===== src/rtl/wide_alu_seq.sv =====
// Multi-cycle N-byte ADD/SUB/SHL/SHR sequencer driving a shared 8-bit ALU, one byte per clock.
// Optional build macro WIDE_ALU_SEQ_ASR_EN makes SHR arithmetic (sign-replicating) instead of logical.
module wide_alu_seq #(
    parameter int NBYTES = 4,
    localparam int W = 8 * NBYTES
) (
    input  logic         clk,
    input  logic         rst_n,
    input  logic         start,
    input  logic [1:0]   op,
    input  logic [W-1:0] a,
    input  logic [W-1:0] b,
    output logic         busy,
    output logic         done,
    output logic [W-1:0] result,
    output logic         carry,
    output logic         zero,
    output logic         parity,
    output logic [2:0]   alu_cmd,
    output logic [7:0]   alu_a,
    output logic [7:0]   alu_b,
    output logic         alu_sc_i,
    input  logic [7:0]   alu_rslt,
    input  logic         alu_sc_o,
    input  logic         alu_zero,
    input  logic         alu_pari
);

    localparam int IDX_W = $clog2(NBYTES);
    localparam logic [IDX_W-1:0] LAST_IDX = IDX_W'(NBYTES - 1);

    typedef enum logic [1:0] {S_IDLE, S_RUN, S_DONE} state_e;
    typedef enum logic [1:0] {OP_ADD = 2'b00, OP_SUB = 2'b01, OP_SHL = 2'b10, OP_SHR = 2'b11} op_e;

    state_e             state_q;
    op_e                op_q;
    logic [W-1:0]       a_q, b_q, result_q;
    logic [IDX_W-1:0]   idx_q;
    logic               chain_q, zero_q, parity_q;

    logic [IDX_W-1:0]   byte_sel;
    logic [7:0]         a_byte, b_byte;
    logic               shr_fill, chain_init;

`ifdef WIDE_ALU_SEQ_ASR_EN
    assign shr_fill = a[W-1];
`else
    assign shr_fill = 1'b0;
`endif

    // SUB seeds the chain with 1 so the adder computes A + ~B + 1.
    always_comb begin
        chain_init = 1'b0;
        case (op_e'(op))
            OP_SUB:  chain_init = 1'b1;
            OP_SHR:  chain_init = shr_fill;
            default: chain_init = 1'b0;
        endcase
    end

    // SHR walks MSB to LSB; everything else walks LSB to MSB.
    assign byte_sel = (op_q == OP_SHR) ? (LAST_IDX - idx_q) : idx_q;
    assign a_byte   = a_q[8*int'(byte_sel) +: 8];
    assign b_byte   = b_q[8*int'(byte_sel) +: 8];

    // NOTE: every output of this block gets a default first, so no path leaves it unassigned and no latch is inferred.
    always_comb begin
        alu_cmd  = 3'b000;
        alu_a    = 8'h00;
        alu_b    = 8'h00;
        alu_sc_i = 1'b0;
        if (state_q == S_RUN) begin
            alu_a    = a_byte;
            alu_sc_i = chain_q;
            case (op_q)
                OP_ADD: alu_b = b_byte;
                OP_SUB: alu_b = ~b_byte;
                OP_SHL: alu_cmd = 3'b001;
                OP_SHR: alu_cmd = 3'b010;
                default: alu_cmd = 3'b000;
            endcase
        end
    end

    // NOTE: sequential state uses non-blocking assignments so every register samples pre-edge values.
    always_ff @(posedge clk or negedge rst_n) begin
        if (!rst_n) begin
            state_q  <= S_IDLE;
            op_q     <= OP_ADD;
            a_q      <= '0;
            b_q      <= '0;
            result_q <= '0;
            idx_q    <= '0;
            chain_q  <= 1'b0;
            zero_q   <= 1'b1;
            parity_q <= 1'b0;
        end else begin
            case (state_q)
                S_IDLE, S_DONE: begin
                    if (start) begin
                        a_q      <= a;
                        b_q      <= b;
                        op_q     <= op_e'(op);
                        idx_q    <= '0;
                        chain_q  <= chain_init;
                        zero_q   <= 1'b1;
                        parity_q <= 1'b0;
                        state_q  <= S_RUN;
                    end else begin
                        state_q  <= S_IDLE;
                    end
                end
                S_RUN: begin
                    result_q[8*int'(byte_sel) +: 8] <= alu_rslt;
                    chain_q  <= alu_sc_o;
                    zero_q   <= zero_q & alu_zero;
                    parity_q <= parity_q ^ alu_pari;
                    if (idx_q == LAST_IDX) begin
                        state_q <= S_DONE;
                    end else begin
                        idx_q   <= idx_q + 1'b1;
                    end
                end
                default: state_q <= S_IDLE;
            endcase
        end
    end

    // The chain register ends each operation holding the final carry / shifted-out bit.
    assign busy   = (state_q == S_RUN);
    assign done   = (state_q == S_DONE);
    assign result = result_q;
    assign carry  = chain_q;
    assign zero   = zero_q;
    assign parity = parity_q;

endmodule


===== config.mk =====
export PLATFORM = sky130hd
export DESIGN_NAME = wide_alu_seq
export DESIGN_NICKNAME = d
export VERILOG_FILES = /design/src/rtl/wide_alu_seq.sv
export SDC_FILE = /design/constraint.sdc
export NUM_CORES = 1
export LEC_CHECK = 0
export ABC_AREA = 1
export ABC_CLOCK_PERIOD_IN_PS = 3150
export CORE_MARGIN = 8
export CORE_UTILIZATION = 39
export DETAILED_ROUTE_END_ITERATION = 12
export GPL_TIMING_DRIVEN = 0
export PLACE_DENSITY = 0.71
export SETUP_SLACK_MARGIN = 0.3
export SLEW_MARGIN = 40
export SYNTH_ARGS = -nofsm -noshare
export SYNTH_HDL_FRONTEND = slang
export SYNTH_SLANG_ARGS = --single-unit

===== constraint.sdc =====
create_clock -name clk -period 3.15 [get_ports clk]
set_input_delay 0.63 -clock clk [delete_from_list [all_inputs] [get_ports clk]]
set_output_delay 0.63 -clock clk [all_outputs]
set_load 0.05 [all_outputs]

==> out/metrics.csv, run 1 <==
metric,value,unit
Die Ht,128.0,microns
FF-to-FF End,a_q[0]$_DFFE_PN0P_,
vias per std cell,4.873,
most frequent cells after synthesis,"238 x nand2_1, 104 x dfrtp_1, 44 x nand3_1",
status,completed,
top area cells in the synthesized netlist,"dfrtp_1 53%, nand2_1 18%, nand3_1 4.5%",
RePlAce Congestion,0.8714,
min Tclk post-route,2.725,ns
core area,0.01241,sq mm
Worst Hold Slack,0.1852,ns
largest net degree at the start of global routing,55,
Critical Path AT,2.09,ns
Ys Warns,0,
"Clk Latency, worst-skew pair",0.35,ns
Initial Util,0.3940,
Post-synth ARST share,1.000,
DR iter-0 viols,268,
Worst-Margin Slew,0.5482,ns
Leak,3.211,nW
Port Buf Inserts,135,
"Critical Path, Cell by Cell","nor2_8, inv_1, nor3_1, dlygate4sd2_1",
area growth from synthesis to layout,38.58,%
crit path max fanout,9,
Final Hold Viols,0,
distinct cell type count after synthesis,31,
Post-synth EDFFs,0,
Min-Delay Path Class,in2async,
Pre-antenna DRT Iters,4,
H-tree lvl count,3,
final max-slew violation count,0,
die area,0.01638,sq mm
io pins,137,
max cap viols,0,
vias post-DR,4459,
Worst R2R Path Depth,6,
worst-case vdd ir drop,0.8238,mV
post-DP HPWL,11.13,mm
first-pass GRT wire length,23.59,mm
CP max stage delay,0.58,ns
Rows,41,
Remaining DRCs,0,
Clock Tree Buf Depth,2,
layout cells sized above 1,0.1184,
Seq cells post-synth,105,
Setup crit start kind,register,
"Seq/Total Area, Yosys",0.5375,
Post-Layout Cell Count,915,
Post-Route WL,14.63,mm
synthesized area,0.004891,sq mm
number of nets with antenna violations after routing,0,
most numerous cell in the Yosys netlist,nand2_1,
Layout Skew,0.004270,ns
WL/cell,15.99,microns
leading area contributor after synthesis,dfrtp_1,
total CTS buffers,9,
CTS tree,yes,
"Reg clk slew, reported paths",0.07,ns
PwrDens,1292,mW/mm^2
vias in the first global route,4601,
total gr overflow,0,
initial antenna violation count,0,
Clock Sink Count,105,
Synth top area share,0.5321,
Cells after Synth,591,
final setup violation count,0,
unrepaired setup endpoints after global routing,true,
placed cell count,899,
global-route usage over all layers,0.1824,
slack of the worst reg-to-reg path,1.22,ns
Setup CP Type,reg2out,
FF-to-FF Start,state_q[0]$_DFFE_PN0P_,
Die W,128.0,microns
fmax,367.0,MHz
CTS Root Cell,clkbuf_16,
Power Total,8.758,mW
CP required,2.52,ns
final net count,819,
ys flop type,dfrtp_1,
setup tns final,0,ns
Tcrit/Tclk final,0.8650,
"Avg Cell Area, Syn",8.276,sq um
syn nets,672,
Antenna Cells,0,
crit end category,primary output,
Crit-path slowest cell,dlygate4sd2_1,
Slew HR,0.6334,
## layout make-up
class / count / area, sq um
inverters: 33 / 128.9
plain buffers: 32 / 201.4
fillers: 1183 / 5637
clock inverters: 5 / 85.08
flip-flops and latches: 105 / 2631
multi-input cells: 421 / 1946
repair buffers: 136 / 1318
well taps: 172 / 215.2
clock buffers: 11 / 252.7
## cells by family (layout without fill, tap and decap cells)
group / after synthesis / in the layout / share of synthesized area
buffers and inverters: 65 / 217 / 0.06651
AO/OA/AOI/OAI: 94 / 94 / 0.1082
AND/OR/NAND/NOR: 324 / 324 / 0.2824
flip-flops: 105 / 105 / 0.5375
other: 1 / 1 / 0.0007667
adder cells (fa/ha/maj): 1 / 1 / 0.002558
multiplexers: 1 / 1 / 0.002047
## worst max-delay path, delay by kind of cell, from the launching register on
kind / cells / cell delay (ns)
and+or+nand+nor: 2 / 0.53
DFF: 1 / 0.44
buffers and inverters: 2 / 0.78
## state kept, by name (all words and copies together) (netlist names)
name     count
op_q         2
carry        1
a_q         32
result      32
parity       1
b_q         32
state_q      2
idx_q        2
zero         1
## repair_timing
item / in CTS / in global routing
hold buffers: 0 / 0
resized for setup: 87 / 16
setup endpoints to repair: 20 / 17
gates cloned: 0 / 0
setup buffers: 0 / 0
## cells in the final DEF, fill, tap and decap left out, types with 15 or more instances in the layout
| cell | n |
|---|---|
| a21oi_1 | 28 |
| buf_2 | 20 |
| clkdlybuf4s50_1 | 114 |
| dfrtp_1 | 102 |
| inv_1 | 30 |
| nand2_1 | 238 |
| nand3_1 | 44 |
| nor2_1 | 25 |
| o21ai_0 | 31 |
| o21ai_1 | 15 |
## through the flow
stage | setup WS, ns | area [sq um] | util
2_1_floorplan | 0.4750 | 4891 | -
3_3_place_gp | -2.448 | 6457 | 0.5202
3_5_place_dp | 0.04843 | 6490 | 0.5228
4_1_cts | 0.1282 | 6768 | 0.5452
5_1_grt | 0.2720 | 6778 | 0.5460
6_report | 0.4253 | 6778 | 0.5460
## per-layer routing
layer | global-route usage | vias up | wire length (microns)
li1 | - | 2187 | -
met1 | 0.2235 | 2134 | 6360
met2 | 0.3012 | 127 | 6925
met3 | 0.06489 | 11 | 1190
met4 | 0.04126 | 0 | 155
met5 | 0 | - | 0
## worst max-delay path by stage
stage | start | endpoint | slack, ns | cells past startpoint
after global routing | idx_q[0]$_DFFE_PN0P_ | alu_b[5] | 0.27 | 10
after detailed placement | op_q[1]$_DFFE_PN0P_ | alu_b[5] | 0.05 | 10
after floorplan | state_q[1]$_DFFE_PN0P_ | alu_b[0] | 0.48 | 4
after global placement | rst_n | b_q[19]$_DFFE_PN0P_ | -2.45 | 1
after CTS | op_q[1]$_DFFE_PN0P_ | alu_b[5] | 0.13 | 10
final | state_q[1]$_DFFE_PN0P_ | alu_cmd[0] | 0.43 | 4
## power breakdown
part	switching (mW)	total [mW]	internal (mW)
Clock	0.508	1.25	0.745
Sequential	0.380	2.36	1.98
Combinational	3.56	5.15	1.59
Total	4.45	8.76	4.31
(Power assumes the default switching activity.)
==> run 2: changes to the inputs <==
--- a/config.mk
+++ b/config.mk
@@ -11,6 +11,7 @@
 export CORE_UTILIZATION = 39
 export DETAILED_ROUTE_END_ITERATION = 12
 export GPL_TIMING_DRIVEN = 0
+export MAX_ROUTING_LAYER = met4
 export PLACE_DENSITY = 0.71
 export SETUP_SLACK_MARGIN = 0.3
 export SLEW_MARGIN = 40
==> run 2 against run 1 <==
- hold slack got worse by 0.0036 ns
- combinational power barely moved
- final area fell by 0.76%
- utilization fell by 0.41 points
- critical path depth did not move
- global-route usage rose by 0.97 points
- sequential power barely moved
- clock power fell by 14%
- largest power group unchanged
- highest routed layer unchanged
==> out/metrics.csv, run 2 (same netlist as run 1, synthesis figures left out) <==
metric,value,unit
status,completed,
"Clk Latency, worst-skew pair",0.35,ns
total CTS buffers,9,
Antenna Cells,0,
Leak,3.176,nW
DP Worst Slack,0.03840,ns
post-DP HPWL,11.20,mm
Crit-path slowest cell,dlygate4sd2_1,
crit end category,primary output,
Sw Ratio,0.5205,
vias in the first global route,4821,
net switching power,4.482,mW
fmax,365.7,MHz
Remaining DRCs,0,
hold_buf cts,0,
Post-Layout Cell Count,915,
Die Ht,128.0,microns
Setup Buffers After CTS,0,
Setup WS post-layout,0.4159,ns
Sequential Power Share,0.274,
Worst Hold Slack,0.1816,ns
"commonest non-fill, non-tap cells in the layout","238 x nand2_1, 114 x clkdlybuf4s50_1, 101 x dfrtp_1",
Pre-antenna DRT Iters,4,
"Reg clk slew, reported paths",0.07,ns
io pins,137,
number of nets with antenna violations after routing,0,
Initial Util,0.3940,
H-tree lvl count,3,
"Buf+Inv Stages, Crit Path",2,
total gr overflow,0,
Slew HR,0.6318,
final max-slew violation count,0,
first-pass GRT wire length,24.18,mm
min Tclk post-route,2.734,ns
Final Hold Viols,0,
area growth from synthesis to layout,37.53,%
WL/cell,16.20,microns
final setup violation count,0,
RePlAce Congestion,0.8845,
placed cell count,899,
global-route usage over all layers,0.1921,
DR iter-0 viols,240,
Port Buf Inserts,135,
Setup crit start kind,register,
CTS tree,yes,
Die W,128.0,microns
crit path max fanout,9,
core area,0.01241,sq mm
layout cells sized above 1,0.1157,
largest net degree at the start of global routing,56,
CTS Root Cell,clkbuf_16,
Tcrit/Tclk final,0.8680,
combinational power share,0.601,
"commonest non-fill, non-tap cell in the layout",nand2_1,
vias per std cell,4.901,
CP required,2.52,ns
final net count,819,
power share of the clock group,0.125,
die area,0.01638,sq mm
"Critical Path, Cell by Cell","nor2_8, inv_1, nor3_1, dlygate4sd2_1",
Clock Sink Count,105,
unrepaired setup endpoints after global routing,true,
Min-Delay Path Class,in2async,
Power Total,8.611,mW
Top delay family on crit path,buffers and inverters,
vias post-DR,4484,
Post-Route WL,14.82,mm
Layout Skew,0.006161,ns
PwrDens,1280,mW/mm^2
Critical Path AT,2.10,ns
Setup CP Type,reg2out,
Clock Tree Buf Depth,2,
slack of the worst reg-to-reg path,1.25,ns
CP max stage delay,0.58,ns
worst-case vdd ir drop,0.7946,mV
max cap viols,0,
initial antenna violation count,0,
Rows,41,
internal power,4.129,mW
Worst-Margin Slew,0.5506,ns
[run 2: cell count changes in the layout (fill, tap and decap cells not counted), moves of 2 or more]
cell / delta
buf_2: -3
buf_4: +2
bufinv_16: -2
clkbuf_1: +2
clkbuf_8: -2
[run 2: power groups by stage]
| stage | logic [mW] | clock network, mW | registers, mW |
|---|---|---|---|
| finish | 5.18 | 1.07 | 2.36 |
| global route | 5.62 | 1.16 | 2.43 |
| CTS | 5.16 | 1.10 | 2.36 |
| detailed placement | 5.32 | 0 | 2.36 |
| global placement | 5.21 | 0 | 2.35 |
| floorplan | 3.01 | 0 | 2.93 |
[run 2: path summary, 6_finish.rpt]
| path | startpoint | to | cells after the start |
|---|---|---|---|
| worst max-delay path | state_q[1]$_DFFE_PN0P_ | alu_cmd[0] | 4 |
| worst min-delay path | rst_n | a_q[13]$_DFFE_PN0P_ | 1 |
| worst max register to register | state_q[0]$_DFFE_PN0P_ | a_q[4]$_DFFE_PN0P_ | 6 |
| worst min register to register | b_q[2]$_DFFE_PN0P_ | b_q[2]$_DFFE_PN0P_ | 2 |
| max in group asynchronous | rst_n | idx_q[0]$_DFFE_PN0P_ | 2 |
| min in group clk | b_q[2]$_DFFE_PN0P_ | b_q[2]$_DFFE_PN0P_ | 2 |
[run 2: cell type report]
cell class / instances / area (sq um)
repair buffers: 136 / 1326
clock inverters: 6 / 52.55
well taps: 172 / 215.2
flip-flops and latches: 105 / 2633
inverters: 33 / 128.9
multi-input cells: 421 / 1942
plain buffers: 32 / 200.2
clock buffers: 10 / 229.0
fillers: 1198 / 5688
[run 2: timing repair]
| action | in CTS | in global routing |
|---|---|---|
| setup endpoints to repair | 20 | 16 |
| gates cloned | 0 | 0 |
| resized for setup | 93 | 9 |
[run 2: worst register-to-register path: stages (launching register included)]
cell and delay, ns:
dfrtp_1 0.40, inv_2 0.11, nand2_1 0.23, inv_1 0.18, buf_2 0.26, clkbuf_1 0.42
o21ai_0 0.16
[run 2: per-stage QoR]
stage / instance area [sq um] / setup TNS, ns / utilization
2_1_floorplan: 4891 / 0 / -
3_3_place_gp: 6457 / -255.21 / 0.5202
3_5_place_dp: 6490 / 0 / 0.5228
4_1_cts: 6704 / 0 / 0.5400
5_1_grt: 6726 / 0 / 0.5418
6_report: 6726 / 0 / 0.5418
[run 2: metal layers]
| layer | GRT usage | wire length (microns) |
|---|---|---|
| met1 | 0.2271 | 6408 |
| met2 | 0.3077 | 7144 |
| met3 | 0.07072 | 1107 |
| met4 | 0.04196 | 158 |
| met5 | - | 0 |
==> run 3: changes to the inputs <==
--- a/config.mk
+++ b/config.mk
@@ -7,12 +7,14 @@
 export LEC_CHECK = 0
 export ABC_AREA = 1
 export ABC_CLOCK_PERIOD_IN_PS = 3150
+export CELL_PAD_IN_SITES_DETAIL_PLACEMENT = 1
+export CELL_PAD_IN_SITES_GLOBAL_PLACEMENT = 1
 export CORE_MARGIN = 8
-export CORE_UTILIZATION = 39
+export CORE_UTILIZATION = 38
 export DETAILED_ROUTE_END_ITERATION = 12
 export GPL_TIMING_DRIVEN = 0
 export MAX_ROUTING_LAYER = met4
-export PLACE_DENSITY = 0.71
+export PLACE_DENSITY = 0.9
 export SETUP_SLACK_MARGIN = 0.3
 export SLEW_MARGIN = 40
 export SYNTH_ARGS = -nofsm -noshare
==> run 3 against run 2 <==
- wire length grew 13%
- first-iteration DRC count grew 40%
- highest routed layer unchanged
- largest cell class unchanged
- count of clock-buffer cells in the layout is the same
- die area grew 2.3%
==> out/metrics.csv, run 3 (same netlist as run 1, synthesis figures left out) <==
metric,value,unit
status,completed,
post-DP HPWL,12.67,mm
Setup CP Type,reg2out,
final max-slew violation count,0,
H-tree lvl count,3,
largest net degree at the start of global routing,66,
worst-case vdd ir drop,0.9035,mV
Min-Delay Path Class,in2async,
area growth from synthesis to layout,38.35,%
PwrDens,1304,mW/mm^2
Rows,41,
Tcrit/Tclk final,0.8707,
total gr overflow,0,
Worst-Margin Slew,0.5699,ns
Initial Util,0.3876,
crit end category,primary output,
"Top cell by count, worst path",nand2_4,
vias per std cell,4.998,
number of nets with antenna violations after routing,0,
Antenna Cells,0,
Clock Sink Count,105,
final setup violation count,0,
crit path max fanout,10,
Critical Path AT,2.11,ns
fin area,0.006766,sq mm
Pre-antenna DRT Iters,4,
layout cells sized above 1,0.1210,
Die W,129.5,microns
Remaining DRCs,0,
"commonest non-fill, non-tap cells in the layout","237 x nand2_1, 114 x clkdlybuf4s50_1, 101 x dfrtp_1",
unrepaired setup endpoints after global routing,false,
vias in the first global route,5184,
fmax,364.6,MHz
"Critical Path, Cell by Cell","inv_1, nand2_4, nand2_4, buf_4, nand2_1, nand3_1, a21oi_1, nor2_1, clkbuf_4",
Worst Hold Slack,0.1418,ns
Port Buf Inserts,135,
"Clk Latency, worst-skew pair",0.35,ns
core area,0.01262,sq mm
final net count,820,
"commonest non-fill, non-tap cell in the layout",nand2_1,
Slew HR,0.6189,
Final Hold Viols,0,
die area,0.01676,sq mm
total CTS buffers,9,
CTS Root Cell,clkbuf_16,
"Buf+Inv Stages, Crit Path",3,
initial antenna violation count,0,
Layout Skew,0.006773,ns
vias post-DR,4578,
Top delay family on crit path,buffers and inverters,
first-pass GRT wire length,26.86,mm
RePlAce Congestion,0.8951,
CTS tree,yes,
Placed Area,0.006490,sq mm
hold_buf cts,0,
Setup crit start kind,register,
global-route usage over all layers,0.2135,
Critical Path Start,idx_q[0]$_DFFE_PN0P_,
Leak,3.187,nW
FF-to-FF Start,state_q[0]$_DFFE_PN0P_,
io pins,137,
max cap viols,0,
WL/cell,18.21,microns
CP max stage delay,0.45,ns
min Tclk post-route,2.743,ns
"Reg clk slew, reported paths",0.07,ns
Die Ht,129.5,microns
DR iter-0 viols,336,
CP required,2.52,ns
Clock Tree Buf Depth,2,
# fillers,1536,
Post-Route WL,16.68,mm
Crit-path slowest cell,dfrtp_2,
run 3: final cells by class:
class,count,area [sq um],area share
repair buffers,137,1333,0.1969
well taps,172,215.2,0.03180
multi-input cells,421,1959,0.2896
inverters,33,128.9,0.01905
clock buffers,10,229.0,0.03384
plain buffers,32,202.7,0.02996
clock inverters,6,66.31,0.009800
flip-flops and latches,105,2633,0.3891
run 3: metal layers:
metal,vias to the layer above,routed length (microns),part of all wire,track usage
met5,-,0,0,-
met4,0,244,0.015,0.05464
met3,20,1258,0.075,0.08299
met2,107,8529,0.51,0.3603
met1,2266,6648,0.40,0.2316
li1,2185,-,-,-
run 3: power breakdown:
part / internal (mW) / leakage [nW] / switching (mW)
Sequential: 1.98 / 1.29 / 0.392
Combinational: 1.62 / 1.76 / 3.70
Clock: 0.618 / 0.135 / 0.511
Total: 4.22 / 3.19 / 4.60
run 3: final timing paths:
check | endpoint | slack [ns] | cells past startpoint
max | alu_b[2] | 0.41 | 9
min | a_q[24]$_DFFE_PN0P_ | 0.14 | 1
max reg2reg | a_q[20]$_DFFE_PN0P_ | 1.17 | 7
min reg2reg | a_q[9]$_DFFE_PN0P_ | 0.49 | 2
max in group asynchronous | b_q[20]$_DFFE_PN0P_ | 2.37 | 2
min in group clk | a_q[9]$_DFFE_PN0P_ | 0.49 | 2
run 3: metrics by stage:
| step | instances | utilization | worst slack [ns] | setup TNS [ns] | power, mW |
|---|---|---|---|---|---|
| 2_1_floorplan | 591 | - | 0.4750 | 0 | 5.941 |
| 3_3_place_gp | 898 | 0.5117 | -2.461 | -256.58 | 7.565 |
| 3_5_place_dp | 899 | 0.5143 | 0.04423 | 0 | 7.788 |
| 4_1_cts | 915 | 0.5327 | 0.1001 | 0 | 8.808 |
| 5_1_grt | 916 | 0.5362 | 0.2985 | 0 | 9.409 |
| 6_report | 916 | 0.5362 | 0.4073 | 0 | 8.823 |
run 3: repair_timing:
item,4_1_cts,5_1_grt
pin swaps,0,3
setup endpoints to repair,20,17
gates resized for setup,91,20
setup buffers,0,1
